**src/rtl/fifo_pkg.sv**
```systemverilog
// Shared async-FIFO definitions: geometry, pointer type and Gray/binary helpers.
package fifo_pkg;

    localparam int PTR_WIDTH = 8;
    localparam int DEPTH     = 256;

    // One extra wrap bit distinguishes full from empty when the address bits match.
    typedef logic [PTR_WIDTH:0] ptr_t;

    function automatic ptr_t bin2gray(input ptr_t bin);
        return bin ^ (bin >> 1);
    endfunction

    function automatic ptr_t gray2bin(input ptr_t gray);
        ptr_t bin;
        bin[PTR_WIDTH] = gray[PTR_WIDTH];
        for (int i = PTR_WIDTH - 1; i >= 0; i--) begin
            bin[i] = bin[i + 1] ^ gray[i];
        end
        return bin;
    endfunction

endpackage

```
**src/rtl/wptr_handler_if.sv**
```systemverilog
// Write-side bus of the async FIFO: request, synchronised read pointer and write status.
interface wptr_handler_if #(
    parameter int PTR_WIDTH = fifo_pkg::PTR_WIDTH
);
    logic                 w_en;
    logic [PTR_WIDTH:0]   g_rptr_sync;
    logic [PTR_WIDTH:0]   b_wptr;
    logic [PTR_WIDTH:0]   g_wptr;
    logic                 w_accept;
    logic                 full;
    logic                 almost_full;
    logic                 half_full;
    logic [PTR_WIDTH:0]   wr_level;
    logic                 write_error;
    logic [15:0]          err_count;

    modport master (
        output w_en, g_rptr_sync,
        input  b_wptr, g_wptr, w_accept, full, almost_full, half_full,
               wr_level, write_error, err_count
    );

    modport slave (
        input  w_en, g_rptr_sync,
        output b_wptr, g_wptr, w_accept, full, almost_full, half_full,
               wr_level, write_error, err_count
    );
endinterface

```
**src/rtl/wptr_handler_gray2bin.sv**
```systemverilog
// Combinational Gray-to-binary converter; shared by the write- and read-side pointer handlers.
module gray2bin #(
    parameter int WIDTH = fifo_pkg::PTR_WIDTH + 1
) (
    input  logic [WIDTH-1:0] i_gray,
    output logic [WIDTH-1:0] o_bin
);

    // Each binary bit is the parity of all Gray bits at and above it.
    generate
        for (genvar gi = 0; gi < WIDTH; gi++) begin : g_bit
            assign o_bin[gi] = ^i_gray[WIDTH-1:gi];
        end
    endgenerate

endmodule

```
**src/rtl/wptr_handler.sv**
```systemverilog
// Write-domain pointer/status generator: advances binary and Gray write pointers and derives
// full, almost-full, half-full and occupancy from the synchronised Gray read pointer.
module wptr_handler #(
    parameter int DEPTH     = fifo_pkg::DEPTH,
    parameter int PTR_WIDTH = fifo_pkg::PTR_WIDTH,
    parameter int AF_MARGIN = 4
) (
    input  logic           wclk,
    input  logic           wrst,
    wptr_handler_if.slave  bus
);

    typedef logic [PTR_WIDTH:0] wptr_t;

    localparam wptr_t HF_THRESH = wptr_t'(DEPTH / 2);
    localparam wptr_t AF_THRESH = wptr_t'(DEPTH - AF_MARGIN);

    generate
        if (DEPTH != 2 ** PTR_WIDTH) begin : g_depth_check
            $error("wptr_handler: DEPTH must equal 2**PTR_WIDTH");
        end
    endgenerate

    wptr_t         r_b_wptr;
    wptr_t         r_g_wptr;
    logic          r_full;
    logic          r_almost_full;
    logic          r_half_full;
    wptr_t         r_wr_level;
    logic          r_write_error;
    logic [15:0]   r_err_count;

    logic          w_wr_accept;
    logic          w_wr_reject;
    wptr_t         w_b_wptr_next;
    wptr_t         w_g_wptr_next;
    wptr_t         w_rptr_bin;
    wptr_t         w_level_next;
    wptr_t         w_full_match;

    gray2bin #(
        .WIDTH (PTR_WIDTH + 1)
    ) u_rptr_g2b (
        .i_gray (bus.g_rptr_sync),
        .o_bin  (w_rptr_bin)
    );

    // Acceptance depends only on the registered flag, so no read-domain path reaches the memory enable.
    assign w_wr_accept   = bus.w_en && !r_full;
    assign w_wr_reject   = bus.w_en && r_full;
    assign w_b_wptr_next = r_b_wptr + wptr_t'(w_wr_accept);
    assign w_g_wptr_next = w_b_wptr_next ^ (w_b_wptr_next >> 1);
    assign w_level_next  = w_b_wptr_next - w_rptr_bin;

    // Full when the write pointer is exactly one lap ahead: top two Gray bits inverted, rest equal.
    assign w_full_match  = {~bus.g_rptr_sync[PTR_WIDTH:PTR_WIDTH-1],
                             bus.g_rptr_sync[PTR_WIDTH-2:0]};

    always_ff @(posedge wclk) begin
        if (wrst) begin
            r_b_wptr      <= '0;
            r_g_wptr      <= '0;
            r_full        <= 1'b0;
            r_almost_full <= 1'b0;
            r_half_full   <= 1'b0;
            r_wr_level    <= '0;
            r_write_error <= 1'b0;
            r_err_count   <= '0;
        end else begin
            r_b_wptr      <= w_b_wptr_next;
            r_g_wptr      <= w_g_wptr_next;
            r_full        <= (w_g_wptr_next == w_full_match);
            r_almost_full <= (w_level_next >= AF_THRESH);
            r_half_full   <= (w_level_next >= HF_THRESH);
            r_wr_level    <= w_level_next;
            r_write_error <= w_wr_reject;
            if (w_wr_reject && (r_err_count != 16'hFFFF)) begin
                r_err_count <= r_err_count + 16'd1;
            end
        end
    end

    assign bus.w_accept    = w_wr_accept;
    assign bus.b_wptr      = r_b_wptr;
    assign bus.g_wptr      = r_g_wptr;
    assign bus.full        = r_full;
    assign bus.almost_full = r_almost_full;
    assign bus.half_full   = r_half_full;
    assign bus.wr_level    = r_wr_level;
    assign bus.write_error = r_write_error;
    assign bus.err_count   = r_err_count;

endmodule

```
**src/flat_wrapper.sv**
```systemverilog
// flat-port wrapper written by rule: the top's interface ports become plain ports
module wptr_handler_flat 
#(
    parameter int DEPTH     = fifo_pkg::DEPTH,
    parameter int PTR_WIDTH = fifo_pkg::PTR_WIDTH,
    parameter int AF_MARGIN = 4
)
  (wclk, wrst, bus_w_en, bus_g_rptr_sync, bus_b_wptr, bus_g_wptr, bus_w_accept, bus_full, bus_almost_full, bus_half_full, bus_wr_level, bus_write_error, bus_err_count);
  wptr_handler_if #(.PTR_WIDTH(PTR_WIDTH)) bus_i ();
  input  logic wclk;
  input  logic wrst;
  input wire logic [$bits(bus_i.w_en)-1:0] bus_w_en;
  input wire logic [$bits(bus_i.g_rptr_sync)-1:0] bus_g_rptr_sync;
  output wire logic [$bits(bus_i.b_wptr)-1:0] bus_b_wptr;
  output wire logic [$bits(bus_i.g_wptr)-1:0] bus_g_wptr;
  output wire logic [$bits(bus_i.w_accept)-1:0] bus_w_accept;
  output wire logic [$bits(bus_i.full)-1:0] bus_full;
  output wire logic [$bits(bus_i.almost_full)-1:0] bus_almost_full;
  output wire logic [$bits(bus_i.half_full)-1:0] bus_half_full;
  output wire logic [$bits(bus_i.wr_level)-1:0] bus_wr_level;
  output wire logic [$bits(bus_i.write_error)-1:0] bus_write_error;
  output wire logic [$bits(bus_i.err_count)-1:0] bus_err_count;
  assign bus_i.w_en = bus_w_en;
  assign bus_i.g_rptr_sync = bus_g_rptr_sync;
  assign bus_b_wptr = bus_i.b_wptr;
  assign bus_g_wptr = bus_i.g_wptr;
  assign bus_w_accept = bus_i.w_accept;
  assign bus_full = bus_i.full;
  assign bus_almost_full = bus_i.almost_full;
  assign bus_half_full = bus_i.half_full;
  assign bus_wr_level = bus_i.wr_level;
  assign bus_write_error = bus_i.write_error;
  assign bus_err_count = bus_i.err_count;
  wptr_handler #(.DEPTH(DEPTH), .PTR_WIDTH(PTR_WIDTH), .AF_MARGIN(AF_MARGIN)) u_core (.wclk(wclk), .wrst(wrst), .bus(bus_i));
endmodule
```
**config.mk**
```make
export PLATFORM = sky130hd
export DESIGN_NAME = wptr_handler_flat
export DESIGN_NICKNAME = d
export VERILOG_FILES = /design/src/rtl/fifo_pkg.sv /design/src/rtl/wptr_handler_if.sv /design/src/rtl/wptr_handler_gray2bin.sv /design/src/rtl/wptr_handler.sv /design/src/flat_wrapper.sv
export SDC_FILE = /design/constraint.sdc
export NUM_CORES = 1
export LEC_CHECK = 0
export ABC_CLOCK_PERIOD_IN_PS = 7100
export BUFFER_PORTS_ARGS = -buffer_cell sky130_fd_sc_hd__clkbuf_2
export CELL_PAD_IN_SITES_DETAIL_PLACEMENT = 0
export CELL_PAD_IN_SITES_GLOBAL_PLACEMENT = 1
export CORE_ASPECT_RATIO = 1.2
export CORE_MARGIN = 3
export CORE_UTILIZATION = 35
export CTS_CLUSTER_SIZE = 30
export DETAILED_ROUTE_END_ITERATION = 10
export PLACE_DENSITY_LB_ADDON = 0.08
export SLEW_MARGIN = 20
export SYNTH_ARGS = -nofsm -noshare
export SYNTH_HDL_FRONTEND = slang
export SYNTH_SLANG_ARGS = --single-unit
```
**constraint.sdc**
```tcl
create_clock -name wclk -period 7.1 [get_ports wclk]
set_input_delay 1.065 -clock wclk [delete_from_list [all_inputs] [get_ports wclk]]
set_output_delay 1.065 -clock wclk [all_outputs]
set_load 0.02 [all_outputs]
```
==> flow_metrics.env, run 1 <==
export IMPL_status="finished clean"
export IMPL_syn_area_per_cell_um2=9.15
export IMPL_hpwl_um=4250
export IMPL_crit_fanout=6
export IMPL_synth_flop_cell="dfxtp_1"
export IMPL_fp_dieArea_um2=8190
export IMPL_required_ns=7.35
export IMPL_max_stage_delay_ns=0.53
export IMPL_seq_area_um2=921
export IMPL_h_tree_depth=2
export IMPL_seq_power_share_pct=41.6
export IMPL_final_core_util_pct=43.3
export IMPL_clkTransAtPathRegs_ns=0.09
export IMPL_core_um2=6900
export IMPL_hold_buffers=0
export IMPL_yosys_warnings=0
export IMPL_wl_per_cell_um=13.1
export IMPL_crit_type="in -> reg"
export IMPL_finalSetupTns_ns=0
export IMPL_ys_types=47
export IMPL_vdd_ir_drop_max_mv=0.123
export IMPL_dieWidth_um=83.1
export IMPL_die_height_um=98.6
export IMPL_ctsRootBufferMaster="clkbuf_8"
export IMPL_worstMarginPinSlew_ns=0.905
export IMPL_fill_cells=701
export IMPL_min_path_type="reg -> reg"
export IMPL_syn_num_nets=295
export IMPL_cts_repair_resized=0
export IMPL_hold_viol_final=0
export IMPL_maxSlewViolCount=0
export IMPL_crit_slowest_cell="xor3_2"
export IMPL_io_pins=60
export IMPL_synth_compound_area_share_pct=6.76
export IMPL_postLayoutCellArea_um2=2980
export IMPL_final_antenna_net_count=0
export IMPL_async_flop_share_pct=0
export IMPL_p_comb_share_pct=29.6
export IMPL_io_buffers=59
export IMPL_insertion_delay_ns=0.30
export IMPL_whs_path_depth=2
export IMPL_grt_pass1_vias=1961
export IMPL_crit_path_end_kind="flip-flop"
export IMPL_track_usage_pct=13.8
export IMPL_regToRegStartpoint="u_core.bus.full"
export IMPL_yosys_area_top_type="dfxtp_1"
export IMPL_cts_sinks=46
export IMPL_synthMuxAreaShare_pct=1.60
export IMPL_relSlewSlack_pct=39.7
export IMPL_postCtsSetupBuffers=0
export IMPL_reg2reg_depth=12
export IMPL_cts_max_path_buffers=2
export IMPL_drtIter0Drc=65
export IMPL_seq_area_frac_synth_pct=36.9
export IMPL_fin_nets=354
export IMPL_yosys_area_share_xor_xnor_pct=24.1
export IMPL_finalNonFillerCells=420
export IMPL_drv_cap=0
export IMPL_whs_endpoint="u_core.bus.err_count[9]"
export IMPL_critPathArrivalTime_ns=4.94
export IMPL_clkPwrFrac_pct=28.8
export IMPL_netlist_area_um2=2500
export IMPL_powerDensity_nw_per_um2=227
export IMPL_period_minus_slack_ns=4.69
export IMPL_crit_chain="clkbuf_2, xor3_2, xnor3_2, xnor2_2, xor2_1, xnor2_1, ha_1, fa_1, nor4_1, a2111oi_2, nor2_1, a221oi_2, mux2i_1, or2_1"
export IMPL_dp_cells=412
export IMPL_via_count=1988
export IMPL_synthSimpleGateAreaFrac_pct=21.1
export IMPL_reg2reg_slack_ns=3.46
export IMPL_p_int_w=0.000467
export IMPL_via_per_inst=4.73
export IMPL_setup_viol=0
export IMPL_first_pass_iters=4
export IMPL_power_switching_w=0.000211
export IMPL_cts_tree="yes"
export IMPL_fin_crit_sh_pct=66.0
export IMPL_synth_top_family_by_area="XOR/XNOR gates"
export IMPL_r2r_end="u_core.bus.half_full"
export IMPL_antennaDiodeCount=0
export IMPL_drive_above_1_share_pct=23.4
export IMPL_placed_cell_area_um2=2870
export IMPL_p_leak_nw=1.41
export IMPL_gp_congestion=0.789
export IMPL_synth_edf_count=0
export IMPL_start_util_pct=36.2
export IMPL_cp_start_kind="input pin"
export IMPL_drc=0
export IMPL_grt_ovfl_total=0
export IMPL_grt_max_degree=43
export IMPL_rsz0062_at_grt="false"
export IMPL_grt_pass1_wl_um=9270
export IMPL_syn_inst=273
export IMPL_synth_fa_ha_area_share_pct=6.21
export IMPL_switching_share_pct=31.1
export IMPL_antenna_found_initial=0
export IMPL_row_count=33
export IMPL_max_freq_mhz=213
export IMPL_cts_buffers=5
export IMPL_ys_ff_latch=46
export IMPL_holdCritStartpoint="u_core.bus.err_count[9]"
export IMPL_syn_to_final_growth_pct=19.4
export IMPL_synth_top_area_share_pct=36.9
export IMPL_totalWireLength_um=5510
export IMPL_synth_area_leaders="dfxtp_1, xnor2_1, nor2_1"
export IMPL_finalClockSkew_ns=0.00539
export IMPL_multi_input_area_um2=1500
## final cells by class
| class | instances | share of cell area, % |
|---|---|---|
| inverters | 14 | 1.76 |
| repair buffers | 59 | 9.90 |
| flip-flops and latches | 46 | 30.9 |
| clock buffers | 6 | 2.43 |
| multi-input cells | 206 | 50.1 |
| clock inverters | 2 | 1.26 |
| well taps | 87 | 3.65 |
## power groups by stage
stage / clock [W] / combinational [W] / sequential (W)
finish: 0.000195 / 0.000201 / 0.000282
global route: 0.000213 / 0.000223 / 0.000284
CTS: 0.000204 / 0.000204 / 0.000282
detailed placement: 0 / 0.000203 / 0.000288
global placement: 0 / 0.000204 / 0.000288
floorplan: 0 / 0.000132 / 0.000312
## how the worst max path moves through the flow
stage | startpoint | endpoint | cells past startpoint
floorplan | bus_g_rptr_sync[8] | u_core.bus.half_full | 14
global placement | bus_g_rptr_sync[8] | u_core.bus.half_full | 14
detailed placement | bus_g_rptr_sync[8] | u_core.bus.half_full | 14
CTS | bus_g_rptr_sync[8] | u_core.bus.half_full | 14
global route | bus_g_rptr_sync[8] | u_core.bus.almost_full | 14
finish | bus_g_rptr_sync[8] | u_core.bus.half_full | 14
## synthesized netlist by cell type, types with 2 or more instances
cell type / number
nand3_1: 13
maj3_2: 2
nand4_1: 6
nand2b_1: 2
mux2i_1: 4
and3_1: 5
clkbuf_1: 5
nor3_1: 2
a21oi_1: 7
nor2_1: 49
nand2_1: 14
o21ai_0: 3
and2_1: 3
inv_1: 13
or2_1: 2
xnor2_1: 28
dfxtp_1: 46
or3_1: 3
a221oi_2: 2
xnor3_1: 2
xor3_1: 2
xnor2_2: 2
and4_1: 4
xor2_1: 21
nor2b_1: 3
ha_1: 9
## cells by family (layout without fill, tap and decap cells)
family          Yosys count  in the layout
simple gates            110            110
buf+inv                  21             81
compound gates           23             23
flops                    46             46
fa+ha+maj                12             12
mux                       4              4
xor+xnor                 57             57
## registers in the layout, indices dropped and copies added (netlist names)
name / cells
u_core.bus.err_count: 16
u_core.bus.write_error: 1
u_core.bus.b_wptr: 8
u_core.bus.g_wptr: 9
u_core.bus.half_full: 1
u_core.bus.almost_full: 1
u_core.bus.full: 1
u_core.bus.wr_level: 9
## critical path: cells and delay by family
family	cells	cell delay [ns]
adders and majority gates	2	0.49
AOI/OAI and AO/OA	2	0.78
and+or+nand+nor	3	0.37
xor gates and xnor gates	5	1.79
buffers and inverters	1	0.12
muxes	1	0.31
## placed cells by master, fill, tap and decap left out, types with 2 or more instances in the layout
master,Yosys,layout
maj3_2,2,2
xnor3_1,2,2
nand2_1,14,14
clkbuf_2,0,59
dfxtp_1,46,46
a21oi_1,7,7
nor2b_1,3,3
a221oi_2,2,2
and2_1,3,3
nor3_1,2,2
inv_1,13,13
clkbuf_8,0,5
xor2_1,21,21
ha_1,9,9
and3_1,5,5
or3_1,3,3
nand2b_1,2,2
o21ai_0,3,3
nand4_1,6,6
or2_1,2,2
xor3_1,2,2
mux2i_1,4,4
and4_1,4,4
nor2_1,49,49
xnor2_2,2,2
nand3_1,13,13
xnor2_1,28,28
## routing by layer
layer	global-route usage, %	wire length, um
met1	16.7	2490
met2	24.3	2730
met3	3.01	231
met4	4.53	57
met5	0	0
## per-stage QoR
stage          setup WS [ns]  power (W)  hold slack (ns)
3_3_place_gp            2.16   0.000492            0.489
3_5_place_dp            2.03   0.000491            0.510
5_1_grt                 2.06   0.000720            0.558
4_1_cts                 2.35   0.000690            0.523
2_1_floorplan           2.62   0.000443            0.566
6_report                2.41   0.000677            0.508
No activity file was read; power rests on OpenSTA's default activity.
==> run 2: changes to the inputs <==
--- a/config.mk
+++ b/config.mk
@@ -5,13 +5,14 @@
 export SDC_FILE = /design/constraint.sdc
 export NUM_CORES = 1
 export LEC_CHECK = 0
-export ABC_CLOCK_PERIOD_IN_PS = 7100
+export ABC_AREA = 1
+export ABC_CLOCK_PERIOD_IN_PS = 4150
 export BUFFER_PORTS_ARGS = -buffer_cell sky130_fd_sc_hd__clkbuf_2
 export CELL_PAD_IN_SITES_DETAIL_PLACEMENT = 0
 export CELL_PAD_IN_SITES_GLOBAL_PLACEMENT = 1
 export CORE_ASPECT_RATIO = 1.2
 export CORE_MARGIN = 3
-export CORE_UTILIZATION = 35
+export CORE_UTILIZATION = 34
 export CTS_CLUSTER_SIZE = 30
 export DETAILED_ROUTE_END_ITERATION = 10
 export PLACE_DENSITY_LB_ADDON = 0.08
==> constraint.sdc (replaced) <==
create_clock -name wclk -period 4.15 [get_ports wclk]
set_input_delay 0.6225 -clock wclk [delete_from_list [all_inputs] [get_ports wclk]]
set_output_delay 0.6225 -clock wclk [all_outputs]
set_load 0.02 [all_outputs]
==> run 2 against run 1 <==
Compared with the run above: core utilization is 1.9 points lower; critical path depth is 1 higher; power is 47% higher; via count is 28% higher; combinational power is 14% higher; worst hold slack worse by 0.014 ns; count of clock-buffer cells in the layout is 1 lower; die area is 12% higher; sequential share of layout area is 2.1 points lower; clock skew is 0.0059 ns higher; sequential power is 67% higher; synthesized cell count is 48% higher; largest cell class unchanged; highest routed layer unchanged.
==> flow_metrics.env, run 2 <==
export IMPL_syn_area_per_cell_um2=6.77
export IMPL_dp_cells=549
export IMPL_synth_area_leaders="dfxtp_1, nand2_1, inv_1"
export IMPL_crit_path_end_kind="flip-flop"
export IMPL_maxSlewViolCount=0
export IMPL_ys_types=33
export IMPL_wl_per_cell_um=12.4
export IMPL_h_tree_depth=2
export IMPL_synth_top_area_share_pct=33.7
export IMPL_worst_slack_ns=1.48
export IMPL_antenna_found_initial=0
export IMPL_dp_slack_ns=1.13
export IMPL_layout_commonest_cell="nand2_1"
export IMPL_drc=0
export IMPL_final_antenna_net_count=0
export IMPL_core_um2=7750
export IMPL_p_leak_nw=1.62
export IMPL_fill_cells=856
export IMPL_grt_ovfl_total=0
export IMPL_synth_common_cells="nand2_1, inv_1, nor2_1"
export IMPL_rsz0062_at_grt="false"
export IMPL_clkTransAtPathRegs_ns=0.10
export IMPL_fin_nets=486
export IMPL_seq_area_um2=921
export IMPL_first_pass_iters=4
export IMPL_ys_ff_latch=46
export IMPL_grt_pass1_wl_um=11700
export IMPL_status="finished clean"
export IMPL_start_util_pct=35.3
export IMPL_antennaDiodeCount=0
export IMPL_postLayoutCellArea_um2=3200
export IMPL_insertion_delay_ns=0.31
export IMPL_synth_edf_count=0
export IMPL_period_minus_slack_ns=2.67
export IMPL_grt_max_degree=35
export IMPL_ctsRootBufferMaster="clkbuf_8"
export IMPL_whs_ns=0.494
export IMPL_cp_start_kind="input pin"
export IMPL_cts_sinks=46
export IMPL_crit_fanout=4
export IMPL_drv_cap=0
export IMPL_synth_most_common_cell="nand2_1"
export IMPL_finalSetupTns_ns=0
export IMPL_finalNonFillerCells=557
export IMPL_drive_above_1_share_pct=21.1
export IMPL_io_pins=60
export IMPL_min_path_type="reg -> reg"
export IMPL_via_per_inst=4.58
export IMPL_cts_tree="yes"
export IMPL_die_height_um=104
export IMPL_worstMarginPinSlew_ns=0.735
export IMPL_via_count=2552
export IMPL_yosys_area_top_type="dfxtp_1"
export IMPL_fp_dieArea_um2=9160
export IMPL_hold_viol_final=0
export IMPL_cts_buffers=5
export IMPL_row_count=35
export IMPL_hpwl_um=5680
export IMPL_powerDensity_nw_per_um2=310
export IMPL_largest_register_ffs=16
export IMPL_dieWidth_um=87.9
export IMPL_mostFrequentLayoutCells="nand2_1, clkbuf_2, inv_1"
export IMPL_vdd_ir_drop_max_mv=0.150
export IMPL_multi_input_area_um2=1550
export IMPL_grt_pass1_vias=2542
export IMPL_io_buffers=59
export IMPL_gp_congestion=0.820
export IMPL_synth_flop_cell="dfxtp_1"
export IMPL_relSlewSlack_pct=51.0
export IMPL_fin_crit_sh_pct=64.3
export IMPL_seq_area_frac_synth_pct=33.7
export IMPL_cts_max_path_buffers=2
export IMPL_postCtsSetupBuffers=0
export IMPL_yosys_warnings=0
export IMPL_syn_inst=404
export IMPL_crit_type="in -> reg"
export IMPL_syn_num_nets=426
export IMPL_finalClockSkew_ns=0.0113
export IMPL_max_freq_mhz=375
export IMPL_required_ns=4.32
export IMPL_critPathArrivalTime_ns=2.84
export IMPL_totalWireLength_um=6930
export IMPL_cts_repair_resized=0
export IMPL_syn_to_final_growth_pct=17.2
export IMPL_netlist_area_um2=2740
export IMPL_async_flop_share_pct=0
export IMPL_setup_viol=0
export IMPL_hold_buffers=0
export IMPL_track_usage_pct=15.9
export IMPL_drtIter0Drc=70
export IMPL_placed_cell_area_um2=3110
## run 2: changes by cell type in the layout (fill, tap and decap cells not counted), sizes merged, moves of 7 or more
| cell | change |
|---|---|
| nand2 | +111 |
| o21ai | +7 |
| xnor2 | -25 |
| a21oi | +8 |
| inv | +48 |
| nand3 | +15 |
## run 2: worst paths after layout
kind,start,to,slack [ns],cells after the start
max,bus_w_en,u_core.bus.half_full,1.48,15
min,u_core.bus.err_count[15],u_core.bus.err_count[15],0.49,2
max reg2reg,u_core.bus.full,u_core.bus.half_full,1.56,13
min reg2reg,u_core.bus.err_count[15],u_core.bus.err_count[15],0.49,2
## run 2: power by group
| part | leakage (nW) | internal (W) | switching, W |
|---|---|---|---|
| clock | 0.0408 | 0.000121 | 0.000171 |
| combinational | 1.20 | 0.0000785 | 0.000152 |
| sequential | 0.374 | 0.000462 | 0.00000816 |
| total | 1.62 | 0.000662 | 0.000331 |
## run 2: layout make-up
type | count | share of cell area, %
multi-input combinational | 291 | 48.4
sequential | 46 | 28.7
timing repair buffer | 59 | 9.22
inverter | 61 | 7.15
tap | 92 | 3.59
clock buffer | 5 | 2.15
clock inverter | 3 | 0.742
## run 2: worst max-delay path, cell delays in order
cell,delay (ns)
clkbuf_2,0.09
inv_1,0.03
nor2_1,0.12
ha_1,0.22
nand4_1,0.13
nor2_1,0.15
nand3_1,0.10
xor2_1,0.44
ha_1,0.34
inv_1,0.09
o21bai_1,0.07
a21oi_1,0.15
nand3_1,0.11
nand3_2,0.10
o21ai_1,0.07
## run 2: kinds of logic after synthesis
family,synth area share (%)
simple gates,36.9
buf+inv,9.61
xor+xnor,8.28
fa+ha+maj,4.85
compound gates,6.68
flops,33.7
## run 2: per-layer routing
layer	wire length [um]	part of all wire [%]	global-route usage [%]	vias to the layer above
li1	-	-	-	1374
met1	3010	43	18.4	1133
met2	3640	52	29.6	41
met3	230	3.3	2.69	4
met4	56	0.81	3.62	0
met5	0	0	0	-
## run 2: stage by stage
| stage | utilization, % | power (W) |
|---|---|---|
| global route | 41.3 | 0.00106 |
| finish | 41.3 | 0.000993 |
| detailed placement | 40.1 | 0.000714 |
| global placement | 40.1 | 0.000713 |
| floorplan | - | 0.000648 |
| CTS | 41.3 | 0.00101 |
==> run 3: changes to the inputs <==
--- a/config.mk
+++ b/config.mk
@@ -5,14 +5,14 @@
 export SDC_FILE = /design/constraint.sdc
 export NUM_CORES = 1
 export LEC_CHECK = 0
-export ABC_AREA = 1
-export ABC_CLOCK_PERIOD_IN_PS = 4150
+export ABC_AREA = 0
+export ABC_CLOCK_PERIOD_IN_PS = 2300
 export BUFFER_PORTS_ARGS = -buffer_cell sky130_fd_sc_hd__clkbuf_2
 export CELL_PAD_IN_SITES_DETAIL_PLACEMENT = 0
 export CELL_PAD_IN_SITES_GLOBAL_PLACEMENT = 1
 export CORE_ASPECT_RATIO = 1.2
 export CORE_MARGIN = 3
-export CORE_UTILIZATION = 34
+export CORE_UTILIZATION = 35
 export CTS_CLUSTER_SIZE = 30
 export DETAILED_ROUTE_END_ITERATION = 10
 export PLACE_DENSITY_LB_ADDON = 0.08
==> constraint.sdc (replaced) <==
create_clock -name wclk -period 2.3 [get_ports wclk]
set_input_delay 0.345 -clock wclk [delete_from_list [all_inputs] [get_ports wclk]]
set_output_delay 0.345 -clock wclk [all_outputs]
set_load 0.02 [all_outputs]
==> run 3 against run 2 <==
Compared with the run above: critical path type unchanged; via count down 10%; wire length down 7.5%; clock skew down 0.0059 ns; first-iteration DRC count down 36%; final area up 19%; the run now ends with negative setup slack left; critical path depth unchanged; sequential power up 85%; core utilization up 14 points; global-route usage up 0.31 points; final cell count down 11%; register-to-register slack worse by 2.2 ns.
==> flow_metrics.env, run 3 (synthesized netlist as in run 1, its figures left out) <==
export IMPL_rsz0062_at_grt="true"
export IMPL_totalWireLength_um=6410
export IMPL_antenna_found_initial=0
export IMPL_dp_slack_ns=-1.38
export IMPL_crit_type="in -> reg"
export IMPL_postLayoutCellArea_um2=3810
export IMPL_power_switching_w=0.000796
export IMPL_cts_tree="yes"
export IMPL_gp_congestion=0.812
export IMPL_largest_register_ffs=16
export IMPL_drive_above_1_share_pct=43.9
export IMPL_whs_ns=0.331
export IMPL_p_comb_share_pct=41.8
export IMPL_drtIter0Drc=45
export IMPL_io_pins=60
export IMPL_status="complete, but fails checks"
export IMPL_crit_fanout=2
export IMPL_crit_start="bus_g_rptr_sync[8]"
export IMPL_period_minus_slack_ns=3.21
export IMPL_setup_viol=10
export IMPL_io_buffers=59
export IMPL_cp_start_kind="input pin"
export IMPL_crit_path_end_kind="flip-flop"
export IMPL_start_util_pct=36.2
export IMPL_fp_dieArea_um2=8190
export IMPL_clkPwrFrac_pct=24.1
export IMPL_placed_cell_area_um2=3450
export IMPL_p_int_w=0.00174
export IMPL_finalNonFillerCells=497
export IMPL_grt_pass1_wl_um=10800
export IMPL_drv_cap=0
export IMPL_h_tree_depth=2
export IMPL_syn_to_final_growth_pct=52.4
export IMPL_fill_cells=639
export IMPL_powerDensity_nw_per_um2=667
export IMPL_fin_crit_sh_pct=139
export IMPL_switching_share_pct=31.3
export IMPL_hpwl_um=4830
export IMPL_maxSlewViolCount=0
export IMPL_holdCritStartpoint="bus_w_en"
export IMPL_cts_buffers=5
export IMPL_dieWidth_um=83.1
export IMPL_seq_power_share_pct=34.2
export IMPL_hold_buffers=0
export IMPL_violations="negative setup slack"
export IMPL_first_pass_iters=4
export IMPL_seq_area_um2=925
export IMPL_cpMostUsedCell="inv_2"
export IMPL_finalClockSkew_ns=0.00540
export IMPL_die_height_um=98.6
export IMPL_multi_input_area_um2=1710
export IMPL_cts_max_path_buffers=2
export IMPL_cp_num_buf_inv=3
export IMPL_max_stage_delay_ns=0.41
export IMPL_core_um2=6900
export IMPL_wl_per_cell_um=12.9
export IMPL_fin_nets=431
export IMPL_antennaDiodeCount=0
export IMPL_min_path_type="in -> reg"
export IMPL_drc=0
export IMPL_row_count=33
export IMPL_via_count=2297
export IMPL_p_leak_nw=1.83
export IMPL_worst_slack_ns=-0.907
export IMPL_max_freq_mhz=312
export IMPL_total_power_w=0.00254
export IMPL_crit_chain="buf_6, xor3_2, xnor3_2, xnor2_4, xor2_2, xnor2_1, ha_2, inv_2, a21oi_4, inv_2, maj3_2, a221oi_4, mux2i_2, nor2_1, a41o_1"
export IMPL_critPathArrivalTime_ns=3.41
export IMPL_grt_pass1_vias=2279
export IMPL_via_per_inst=4.62
export IMPL_layout_commonest_cell="buf_4"
export IMPL_final_antenna_net_count=0
export IMPL_dp_cells=477
export IMPL_cp_top_family="XOR/XNOR gates"
export IMPL_regToRegStartpoint="u_core.bus.full"
export IMPL_ctsRootBufferMaster="clkbuf_8"
export IMPL_worstMarginPinSlew_ns=0.494
export IMPL_relSlewSlack_pct=66.8
export IMPL_vdd_ir_drop_max_mv=0.503
export IMPL_track_usage_pct=16.2
export IMPL_clkTransAtPathRegs_ns=0.09
export IMPL_grt_ovfl_total=0
export IMPL_grt_max_degree=42
export IMPL_hold_viol_final=0
export IMPL_mostFrequentLayoutCells="buf_4, clkbuf_2, nor2_1"
export IMPL_crit_slowest_cell="xor3_2"
export IMPL_required_ns=2.50
export IMPL_insertion_delay_ns=0.30
export IMPL_cts_sinks=46
==> run 3: cell types whose count changed in the layout (fill, tap and decap cells not counted), sizes merged, moves of 8 or more <==
cell	previous run	this run
inv	62	14
xnor2	5	30
a21oi	15	7
buf	0	78
nand3	28	13
nand2	125	14
==> run 3: final timing paths <==
path | depth (start not counted) | endpoint | slack (ns)
setup / recovery | 15 | u_core.bus.almost_full | -0.91
hold / removal | 3 | u_core.bus.write_error | 0.33
setup reg to reg | 12 | u_core.bus.half_full | -0.59
hold reg to reg | 2 | u_core.bus.err_count[9] | 0.51
==> run 3: timing repair <==
item	4_1_cts	5_1_grt
setup buffers	9	3
pin swaps	12	10
resized for setup	7	21
endpoints found under the setup margin	11	11
==> run 3: worst min-delay path: stages <==
cell and delay (ns):
clkbuf_2 0.09, nand2_1 0.10, nor2_1 0.05
==> run 3: power groups by stage <==
| stage | combinational, W | sequential [W] | clock, W |
|---|---|---|---|
| CTS | 0.00102 | 0.000870 | 0.000636 |
| detailed placement | 0.000867 | 0.000887 | 0 |
| global placement | 0.000869 | 0.000887 | 0 |
| global route | 0.00115 | 0.000876 | 0.000670 |
| finish | 0.00106 | 0.000868 | 0.000611 |
| floorplan | 0.000447 | 0.000963 | 0 |
==> run 3: stage by stage <==
stage | TNS [ns] | utilization [%]
CTS | -6.98 | 53.3
global placement | -9.95 | 50.1
detailed placement | -10.88 | 50.1
global route | -7.98 | 55.2
finish | -6.42 | 55.2
floorplan | -8.31 | -
==> run 3: cell type report <==
cell class	count	area share [%]
clock buffer	6	1.91
clock inverter	2	0.986
inverter	14	1.38
multi-input combinational	206	45.0
sequential	46	24.3
tap	87	2.86
timing repair buffer	136	23.6
==> run 3: per-layer routing <==
metal | wire [um] | share of wire, % | vias to the layer above | track usage [%]
met3 | 214 | 3.3 | 6 | 2.42
met4 | 72 | 1.1 | 0 | 5.28
met2 | 3290 | 51 | 44 | 29.0
met1 | 2840 | 44 | 1063 | 19.9
li1 | - | - | 1184 | -
met5 | 0 | 0 | - | 0
